$ cat config.mk
export PLATFORM = sky130hd
export DESIGN_NAME = op_sequencer
export DESIGN_NICKNAME = d
export VERILOG_FILES = /design/src/rtl/op_sequencer_pkg.sv /design/src/rtl/op_sequencer_counter.sv /design/src/rtl/op_sequencer.sv
export SDC_FILE = /design/constraint.sdc
export NUM_CORES = 1
export LEC_CHECK = 0
export CELL_PAD_IN_SITES_DETAIL_PLACEMENT = 0
export CELL_PAD_IN_SITES_GLOBAL_PLACEMENT = 1
export CORE_ASPECT_RATIO = 1.4
export CORE_MARGIN = 2
export CORE_UTILIZATION = 45
export DETAILED_ROUTE_END_ITERATION = 12
export DONT_BUFFER_PORTS = 1
export GPL_TIMING_DRIVEN = 0
export PLACE_DENSITY_LB_ADDON = 0.1
export SLEW_MARGIN = 5
export SYNTH_ARGS = -nofsm -noshare
export SYNTH_HDL_FRONTEND = slang
export SYNTH_SLANG_ARGS = --single-unit
$ cat constraint.sdc
create_clock -name clock -period 2.9 [get_ports clock]
set_clock_uncertainty 0.2 [all_clocks]
set_input_delay 0.58 -clock clock [delete_from_list [all_inputs] [get_ports clock]]
set_output_delay 0.58 -clock clock [all_outputs]
set_load 0.1 [all_outputs]
$ cat src/rtl/op_sequencer_pkg.sv
// Shared types and constants for the instruction-stream sequencer.
package op_sequencer_pkg;

  localparam int OP_CODE_W           = 3;
  localparam int COUNT_W             = 16;
  localparam int TMO_W               = 16;
  localparam int STATUS_W            = 32;
  localparam int DEFAULT_PROG_BASE   = 1;
  localparam int DEFAULT_STATUS_ADDR = 0;
  localparam int STATUS_COUNT_LSB    = 16;
  localparam int STATUS_ERR_LSB      = 0;

  // Engine op codes; NOP and HALT are consumed by the sequencer itself.
  typedef enum logic [OP_CODE_W-1:0] {
    NOP          = 3'd0,
    MAT_ADD      = 3'd1,
    MAT_SUB      = 3'd2,
    MAT_MUL      = 3'd3,
    MAT_SCAL_MUL = 3'd4,
    MAT_SCAL_INV = 3'd5,
    HALT         = 3'd7
  } op_code_t;

  // Descriptor layout: op code in the low bits, engine arguments above.
  typedef struct packed {
    logic [STATUS_W-OP_CODE_W-1:0] args;
    op_code_t                      op_code;
  } meta_data_t;

  typedef enum logic [1:0] {
    ERR_OK      = 2'd0,
    ERR_ILLEGAL = 2'd1,
    ERR_TIMEOUT = 2'd2,
    ERR_ABORT   = 2'd3
  } seq_err_t;

  typedef enum logic [2:0] {
    S_IDLE, S_FETCH, S_WAIT_RD, S_DISPATCH, S_EXEC, S_STATUS
  } state_t;

  // Status word: completed-op count in the upper half, error code at the bottom.
  function automatic logic [STATUS_W-1:0] status_word(input logic [COUNT_W-1:0] count,
                                                      input seq_err_t err);
    logic [STATUS_W-1:0] w;
    w = '0;
    w[STATUS_COUNT_LSB +: COUNT_W] = count;
    w[STATUS_ERR_LSB +: 2]         = err;
    return w;
  endfunction

endpackage

$ cat src/rtl/op_sequencer_counter.sv
// Up-counter with synchronous clear and enable; used for pc, op count and timeout.
module op_sequencer_counter #(
  parameter int WIDTH = 8
) (
  input  logic             clock,
  input  logic             reset,
  input  logic             clear,
  input  logic             enable,
  output logic [WIDTH-1:0] value
);

  // Count register; clear wins over enable.
  // NOTE: sequential state uses non-blocking assignments so every flop samples pre-edge values.
  always_ff @(posedge clock) begin
    if (reset) begin
      value <= '0;
    end else if (clear) begin
      value <= '0;
    end else if (enable) begin
      value <= value + WIDTH'(1);
    end
  end

endmodule

$ cat src/rtl/op_sequencer.sv
// Fetches meta_data_t descriptors from instruction memory, hands them one at a
// time to the compute engine and writes a completion status word back.
module op_sequencer
  import op_sequencer_pkg::*;
#(
  parameter int          ADDR_WIDTH  = 10,
  parameter int          DATA_WIDTH  = 32,
  parameter int          PROG_BASE   = DEFAULT_PROG_BASE,
  parameter int          STATUS_ADDR = DEFAULT_STATUS_ADDR,
  parameter int unsigned TIMEOUT     = 65535
) (
  input  logic                  clock,
  input  logic                  reset,
  input  logic                  start,
  input  logic [ADDR_WIDTH-1:0] prog_len,
  input  logic                  abort,
  output logic                  mem_read,
  output logic                  mem_write,
  output logic [ADDR_WIDTH-1:0] mem_address,
  output logic [DATA_WIDTH-1:0] mem_writedata,
  input  logic [DATA_WIDTH-1:0] mem_readdata,
  output logic                  op_valid,
  output logic [DATA_WIDTH-1:0] op_data,
  input  logic                  op_ready,
  input  logic                  op_done,
  output logic                  busy,
  output logic                  done,
  output logic [1:0]            err_code,
  output logic [ADDR_WIDTH-1:0] pc
);

  localparam logic [ADDR_WIDTH-1:0] PROG_BASE_A   = ADDR_WIDTH'(PROG_BASE);
  localparam logic [ADDR_WIDTH-1:0] STATUS_ADDR_A = ADDR_WIDTH'(STATUS_ADDR);
  localparam logic [TMO_W-1:0]      TMO_LIMIT     = TMO_W'(TIMEOUT);

  state_t                  state_q, state_d;
  seq_err_t                err_q, err_d;
  logic [ADDR_WIDTH-1:0]   len_q;
  logic [DATA_WIDTH-1:0]   op_q;
  logic                    abort_q;
  logic                    done_q;
  logic                    start_ok;
  logic                    pc_inc;
  logic                    count_inc;
  logic [ADDR_WIDTH-1:0]   pc_q;
  logic [COUNT_W-1:0]      count_q;
  logic [TMO_W-1:0]        tmo_q;
  logic                    abort_pending;
  logic                    last_op;
  logic                    tmo_hit;
  op_code_t                rd_op;

  op_sequencer_counter #(.WIDTH(ADDR_WIDTH)) u_pc (
    .clock  (clock),
    .reset  (reset),
    .clear  (start_ok),
    .enable (pc_inc),
    .value  (pc_q)
  );

  op_sequencer_counter #(.WIDTH(COUNT_W)) u_count (
    .clock  (clock),
    .reset  (reset),
    .clear  (start_ok),
    .enable (count_inc),
    .value  (count_q)
  );

  // Counts EXEC cycles; held at zero whenever the engine is not executing.
  op_sequencer_counter #(.WIDTH(TMO_W)) u_timeout (
    .clock  (clock),
    .reset  (reset),
    .clear  (state_q != S_EXEC),
    .enable (state_q == S_EXEC),
    .value  (tmo_q)
  );

  assign abort_pending = abort_q | abort;
  assign last_op       = (pc_q + ADDR_WIDTH'(1)) == len_q;
  assign tmo_hit       = (TIMEOUT != 0) && (tmo_q == TMO_LIMIT);
  assign rd_op         = op_code_t'(mem_readdata[OP_CODE_W-1:0]);

  assign busy     = (state_q != S_IDLE);
  assign done     = done_q;
  assign err_code = err_q;
  assign pc       = pc_q;

  // State register.
  always_ff @(posedge clock) begin
    if (reset) begin
      state_q <= S_IDLE;
    end else begin
      state_q <= state_d;
    end
  end

  // Datapath registers: program length, current descriptor, error, abort flag, done pulse.
  always_ff @(posedge clock) begin
    if (reset) begin
      len_q   <= '0;
      op_q    <= '0;
      err_q   <= ERR_OK;
      abort_q <= 1'b0;
      done_q  <= 1'b0;
    end else begin
      err_q  <= err_d;
      done_q <= (state_q == S_STATUS);
      if (start_ok) begin
        len_q <= prog_len;
      end
      if (state_q == S_WAIT_RD) begin
        op_q <= mem_readdata;
      end
      if (start_ok) begin
        abort_q <= 1'b0;
      end else if (abort && (state_q != S_IDLE)) begin
        abort_q <= 1'b1;
      end
    end
  end

  // Next-state, counter strobes and memory/engine outputs.
  always_comb begin
    // NOTE: every signal written here gets a default first, so no path can infer a latch.
    state_d       = state_q;
    err_d         = err_q;
    start_ok      = 1'b0;
    pc_inc        = 1'b0;
    count_inc     = 1'b0;
    mem_read      = 1'b0;
    mem_write     = 1'b0;
    mem_address   = '0;
    mem_writedata = '0;
    op_valid      = 1'b0;
    op_data       = '0;

    case (state_q)
      S_IDLE: begin
        // A start coinciding with the done pulse is dropped.
        if (start && !done_q) begin
          start_ok = 1'b1;
          err_d    = ERR_OK;
          state_d  = (prog_len == '0) ? S_STATUS : S_FETCH;
        end
      end

      S_FETCH: begin
        mem_read    = 1'b1;
        mem_address = PROG_BASE_A + pc_q;
        state_d     = S_WAIT_RD;
      end

      S_WAIT_RD: begin
        case (rd_op)
          NOP: begin
            pc_inc = 1'b1;
            if (last_op) begin
              state_d = S_STATUS;
            end else if (abort_pending) begin
              err_d   = ERR_ABORT;
              state_d = S_STATUS;
            end else begin
              state_d = S_FETCH;
            end
          end
          HALT: begin
            state_d = S_STATUS;
          end
          MAT_ADD, MAT_SUB, MAT_MUL, MAT_SCAL_MUL, MAT_SCAL_INV: begin
            state_d = S_DISPATCH;
          end
          default: begin
            err_d   = ERR_ILLEGAL;
            state_d = S_STATUS;
          end
        endcase
      end

      S_DISPATCH: begin
        if (abort_pending) begin
          err_d   = ERR_ABORT;
          state_d = S_STATUS;
        end else begin
          op_valid = 1'b1;
          op_data  = op_q;
          if (op_ready) begin
            state_d = S_EXEC;
          end
        end
      end

      S_EXEC: begin
        // Completion beats timeout; a same-cycle abort still counts the op.
        if (op_done) begin
          pc_inc    = 1'b1;
          count_inc = 1'b1;
          if (abort_pending) begin
            err_d   = ERR_ABORT;
            state_d = S_STATUS;
          end else if (last_op) begin
            state_d = S_STATUS;
          end else begin
            state_d = S_FETCH;
          end
        end else if (tmo_hit) begin
          err_d   = ERR_TIMEOUT;
          state_d = S_STATUS;
        end
      end

      S_STATUS: begin
        mem_write     = 1'b1;
        mem_address   = STATUS_ADDR_A;
        mem_writedata = DATA_WIDTH'(status_word(count_q, err_q));
        state_d       = S_IDLE;
      end

      default: begin
        state_d = S_IDLE;
      end
    endcase
  end

endmodule

# [After elaboration in Yosys (flattened, before gate mapping)]
# Index checks and enable logic that the tools add are counted.
# W data, S select, Z words.
[classes] add_sub_neg=3 n_eq_ne=19 n_mux=33 bitwise_logic=1 reduce_logical=14
[ops] op="$mux W32" count=3
[ops] op="$add A16 B1 Y16 const B" count=2
[ops] op="$mux W3" count=10
[ops] op="$eq A16 B16 Y1 const B" count=1
[ops] op="$eq A3 B3 Y1 const B" count=5
[ops] op="$pmux W3 S5" count=1
[ops] op="$eq A3 B2 Y1 const B" count=4
[ops] op="$ne A3 B3 Y1 const B" count=4
[ops] op="$add A1 B10 Y10 const A" count=1
[ops] op="$eq A10 B10 Y1" count=1
[ops] op="$logic_not A10 Y1" count=1
[ops] op="$mux W10" count=1
[ops] op="$mux W2" count=5
[ops] op="$mux W1" count=9
[ops] op="$pmux W2 S4" count=1
[ops] op="$eq A3 B1 Y1 const B" count=2
[ops] op="$logic_not A3 Y1" count=2
[ops] op="$pmux W3 S2" count=1
[ops] op="$reduce_or A6 Y1" count=1
[ops] op="$reduce_and A5 Y1" count=1
[ops] op="$reduce_or A5 Y1" count=1
[ops] op="$ne A2 B2 Y1 const B" count=2
[ops] op="$pmux W2 S2" count=1
[ops] op="$reduce_bool A4 Y1" count=1
[ops] op="7 further kinds" count=9
[word_totals] register_bits=91 in_bits=48 output_inout_bits=91 word_cells=79

# [Depth between registers and ports, before layout]
[depth] word_depth=6 ltp_mapped=10 ltp_nobuf=9

# [Modules after synthesis]
# A second synthesis with hierarchy kept.
[hier_totals] hier_cells=612 hier_area_um2=4858.4
[by_module_without_submodules] mod="op_sequencer" n_inst=1 cells_per_inst=391 area_each_um2=2887.8 seq_area_each_um2=980.9
[by_module_without_submodules] mod="op_sequencer_counter at u_count" n_inst=1 cells_per_inst=86 area_each_um2=780.7 seq_area_each_um2=320.3
[by_module_without_submodules] mod="op_sequencer_counter at u_timeout" n_inst=1 cells_per_inst=87 area_each_um2=748.2 seq_area_each_um2=320.3
[by_module_without_submodules] mod="op_sequencer_counter at u_pc" n_inst=1 cells_per_inst=48 area_each_um2=441.7 seq_area_each_um2=200.2

# [Worst setup path before layout]
# OpenSTA, ideal clock, no wires.
[synth_path] kind="register -> output" from="register u_pc.value[0]" to="output mem_address[6]" arrival_time_ps=3294 required_ps=2120 slack_ps=-1174 path_stages_with_launch=7 n_path_buf=1 cell_sequence="dfxtp_1 -> ha_1 -> buf_2 -> and2_4 -> nand4_1 -> xor2_1 -> nor2_1"
[synth_via] elab_chain_len=2
[synth_lines] element="start: declaration" line="op_sequencer_counter.sv:9" source="output logic [WIDTH-1:0] value"
[synth_lines] element="start signal: assignment" line="op_sequencer_counter.sv:20" source="value <= value + WIDTH'(1);"
[synth_lines] element="$add A1 B10 Y10" line="op_sequencer.sv:149" source="mem_address = PROG_BASE_A + pc_q;"
[synth_lines] element="$mux W10" line="op_sequencer.sv:137" source="case (state_q)"
[synth_lines] element="end: declaration" line="op_sequencer.sv:19" source="output logic [ADDR_WIDTH-1:0] mem_address,"
# No other way between the ends.

# [Worst setup path in the final report]
# Ends and elaborated chain as after synthesis.

==> impl_metrics.json <==
{
  "synth_cell_type_count": 45,
  "ant_nets": 0,
  "r2r_start": "u_pc.value[2]$_SDFFE_PP0P_",
  "final-seq-area_um2": 1860,
  "pwr-share-seq_pct": 42.2,
  "nNetsFinal": 666,
  "antenna_found_initial": 0,
  "path_cells": "ha_4, and2_4, nand4_1, xor2_2, nor2_4",
  "overflow": 0,
  "r2r_slack_ns": 0.03,
  "clock_latency_ns": 0.34,
  "grt_pass1_vias": 3757,
  "ios": 139,
  "netSwitchingPower_uw": 847,
  "initial_core_util_pct": 46.2,
  "area_growth_pct": 22.8,
  "ctsRootBufferMaster": "clkbuf_16",
  "slew_headroom_pct": 32.4,
  "finalHoldViolCount": 0,
  "htree_levels": 3,
  "cts_tree": "yes",
  "n_antenna_cell": 0,
  "tns_ns": -0.265,
  "leakage_nw": 2.07,
  "netlist_instances": 586,
  "p_per_area_nw_per_um2": 563,
  "swShare_pct": 26.8,
  "crit_cells": 5,
  "hpwl_mm": 8.41,
  "cp.arrival_ns": 2.23,
  "yosysSeqAreaShare_pct": 39.8,
  "irDropWorstVdd_mv": 0.318,
  "grt_first_pass_wirelength_mm": 17.7,
  "multiInputGateArea_um2": 2840,
  "p_clk_share_pct": 45.4,
  "rsz0062_at_grt": "true",
  "fmax_ghz": 0.332,
  "worst-slew-pin-transition_ns": 1.01,
  "drive_gt1_share_pct": 22.9,
  "cts.clk_slew.worst_paths_ns": 0.07,
  "synthFlopType": "dfxtp_1",
  "whs_path_depth": 2,
  "layout_min_cycle_time_ns": 3.01,
  "place.gp.congestion": 0.816,
  "cp_slowest_cell": "dfxtp_4",
  "cp.required_ns": 2.12,
  "timing.rr.end": "err_code[1]$_SDFFE_PP0P_",
  "crit_family": "simple AND/OR/NAND/NOR gates",
  "worstSetupEndpointType": "output port",
  "numCtsBuffers": 9,
  "p_total_mw": 3.16,
  "startpoint": "u_pc.value[0]$_SDFFE_PP0P_",
  "slew_violations": 0,
  "violations": "setup timing",
  "numPortBuffers": 0,
  "worst_hold_path_type": "input port to flop",
  "syn_area_per_cell_um2": 7.80,
  "max_stage_delay_ns": 0.61,
  "wirelength_mm": 11.4,
  "route.detailed.drc": 0,
  "track_usage_pct": 20.7,
  "grt_max_degree": 16,
  "drtPass1Iterations": 4,
  "dr.first_iter.drc_count": 199,
  "min_period_over_period_pct": 104,
  "path_class": "flop to output port",
  "p_int_mw": 2.31,
  "synth_edf_count": 0,
  "cp.buffers_inverters": 0,
  "ys_ff_latch": 91,
  "final.fill_count": 987,
  "syn_area_um2": 4570,
  "clockBufferDepth": 2,
  "reg2reg_depth": 9,
  "p_comb_share_pct": 12.4,
  "cap_violations": 0,
  "setup_slack_ns": -0.112,
  "cp_max_fo": 7,
  "avgRoutedWirePerCell_um": 15.0,
  "via_per_inst": 5.22,
  "clock-sinks": 91,
  "outcome": "finished, violations left",
  "synthArstFlopShare_pct": 0,
  "die_x_um": 89.2,
  "die_area_um2": 11000,
  "dieHeight_um": 123,
  "yosys_warnings": 0,
  "holdBufCountCts": 0,
  "fin_hold_ws_ns": 0.163,
  "core_area_um2": 9900,
  "core.rowCount": 43,
  "vias": 3939,
  "cp-endpoint": "mem_address[6]",
  "start_kind": "flop",
  "setup_violations": 4
}
==> logic make-up after synthesis <==
logic type	count (synthesis)	synth area share (%)
AO/OA/AOI/OAI	84	10.2
XOR/XNOR	46	9.41
adder cells (fa/ha/maj)	3	0.821
buffers and inverters	56	6.08
flip-flops	91	39.8
multiplexers	12	2.63
other	1	0.0820
AND/OR/NAND/NOR	293	30.9
==> layout by cell type (no fill, tap or decap), drive strengths merged <==
cell type / n
a21oi: 53
ha: 3
a211oi: 2
xor2: 25
o211ai: 1
xnor3: 2
o221ai: 1
clkinv: 1
clkinvlp: 3
nor3: 8
nor2b: 7
conb: 14
nor2: 75
mux2i: 12
o21bai: 1
o41ai: 2
nand3: 14
xnor2: 19
nand4: 10
o21ai: 16
o2111ai: 2
or2: 2
clkbuf: 34
and2: 36
o21a: 2
or3: 9
nor4: 5
nand2: 91
a21o: 1
a221oi: 1
a31oi: 2
and4: 1
buf: 28
and3: 28
dfxtp: 91
bufinv: 4
nand2b: 7
inv: 7
==> cell usage after synthesis, types with 2 or more instances <==
master     count  area [um2]
o21ai_1        3        15.0
nor2_1        75         282
dfxtp_1       91        1820
mux2i_1       12         120
xnor3_1        2        45.0
xor2_1        25         219
nand2b_1       7        43.8
inv_1          8        30.0
nand3_1       14        70.1
xnor2_1       19         166
ha_1           3        37.5
o21ai_0       13        65.1
nor2b_1        7        43.8
clkbuf_1      28         105
nor3_1         7        35.0
a31oi_1        2        12.5
nand2_1       91         342
o2111ai_1      2        17.5
o41ai_1        2        17.5
nand4_1        9        56.3
a21oi_1       53         265
buf_4         15         113
o21a_1         2        15.0
buf_2          3        15.0
and3_1        28         175
and2_1        35         219
nor4_1         4        25.0
or3_1          9        56.3
==> worst min path at each step <==
stage / start / slack, ns / endpoint
final: mem_readdata[30] / 0.16 / op_q[30]$_SDFFE_PP0P_
after floorplan: op_q[22]$_SDFFE_PP0P_ / 0.23 / op_q[22]$_SDFFE_PP0P_
after CTS: mem_readdata[30] / 0.15 / op_q[30]$_SDFFE_PP0P_
after global placement: op_q[2]$_SDFFE_PP0P_ / 0.24 / op_q[2]$_SDFFE_PP0P_
after detailed placement: op_q[26]$_SDFFE_PP0P_ / 0.24 / op_q[26]$_SDFFE_PP0P_
after global routing: mem_readdata[30] / 0.16 / op_q[30]$_SDFFE_PP0P_
==> sequential cells by signal, indices dropped and copies added (netlist names) <==
name	flops
u_pc.value	10
op_q	32
err_code	2
u_timeout.value	16
abort_q	1
len_q	10
u_count.value	16
done	1
state_q	3
==> final cells by class <==
class | instances | area share [%]
Tap cell | 135 | 3.01
Sequential cell | 91 | 33.1
Timing Repair Buffer | 8 | 1.14
Inverter | 8 | 0.602
Clock inverter | 7 | 2.50
Buffer | 45 | 5.06
Clock buffer | 9 | 4.01
Multi-Input combinational cell | 452 | 50.6
==> power by group through the flow <==
stage | clock network [mW] | registers (mW) | logic [mW]
detailed placement | 0 | 1.36 | 0.378
CTS | 1.47 | 1.33 | 0.384
global placement | 0 | 1.36 | 0.375
global route | 1.51 | 1.34 | 0.424
finish | 1.43 | 1.33 | 0.393
floorplan | 0 | 1.35 | 0.326
==> per-stage QoR <==
step	instance area (um2)	util [%]	std cells	setup slack, ns
2_1_floorplan	4700	-	599	-0.122
3_3_place_gp	4870	49.2	734	-0.475
3_5_place_dp	4870	49.2	734	-0.457
4_1_cts	5500	55.5	754	-0.189
5_1_grt	5610	56.7	755	-0.180
6_report	5610	56.7	755	-0.112
==> worst reg2reg max path: cells and delay by family (launching register included) <==
family,cells,cell delay [ns]
AOI/OAI and AO/OA,5,1.14
buffers and inverters,1,0.19
DFF,1,0.55
muxes,1,0.25
and+or+nand+nor,2,0.46
==> routing by layer <==
layer / share of wire, % / track usage, % / up-vias
li1: - / - / 1983
met2: 51 / 36.3 / 116
met3: 6.7 / 5.81 / 23
met1: 39 / 23.0 / 1817
met5: 0 / 0 / -
met4: 2.8 / 8.68 / 0
==> what timing repair did <==
action,in CTS,in global routing
buffers inserted,6,2
gates resized for setup,107,28
endpoints found under the setup margin,65,19
pin swaps,13,12
(Power assumes the default switching activity.)
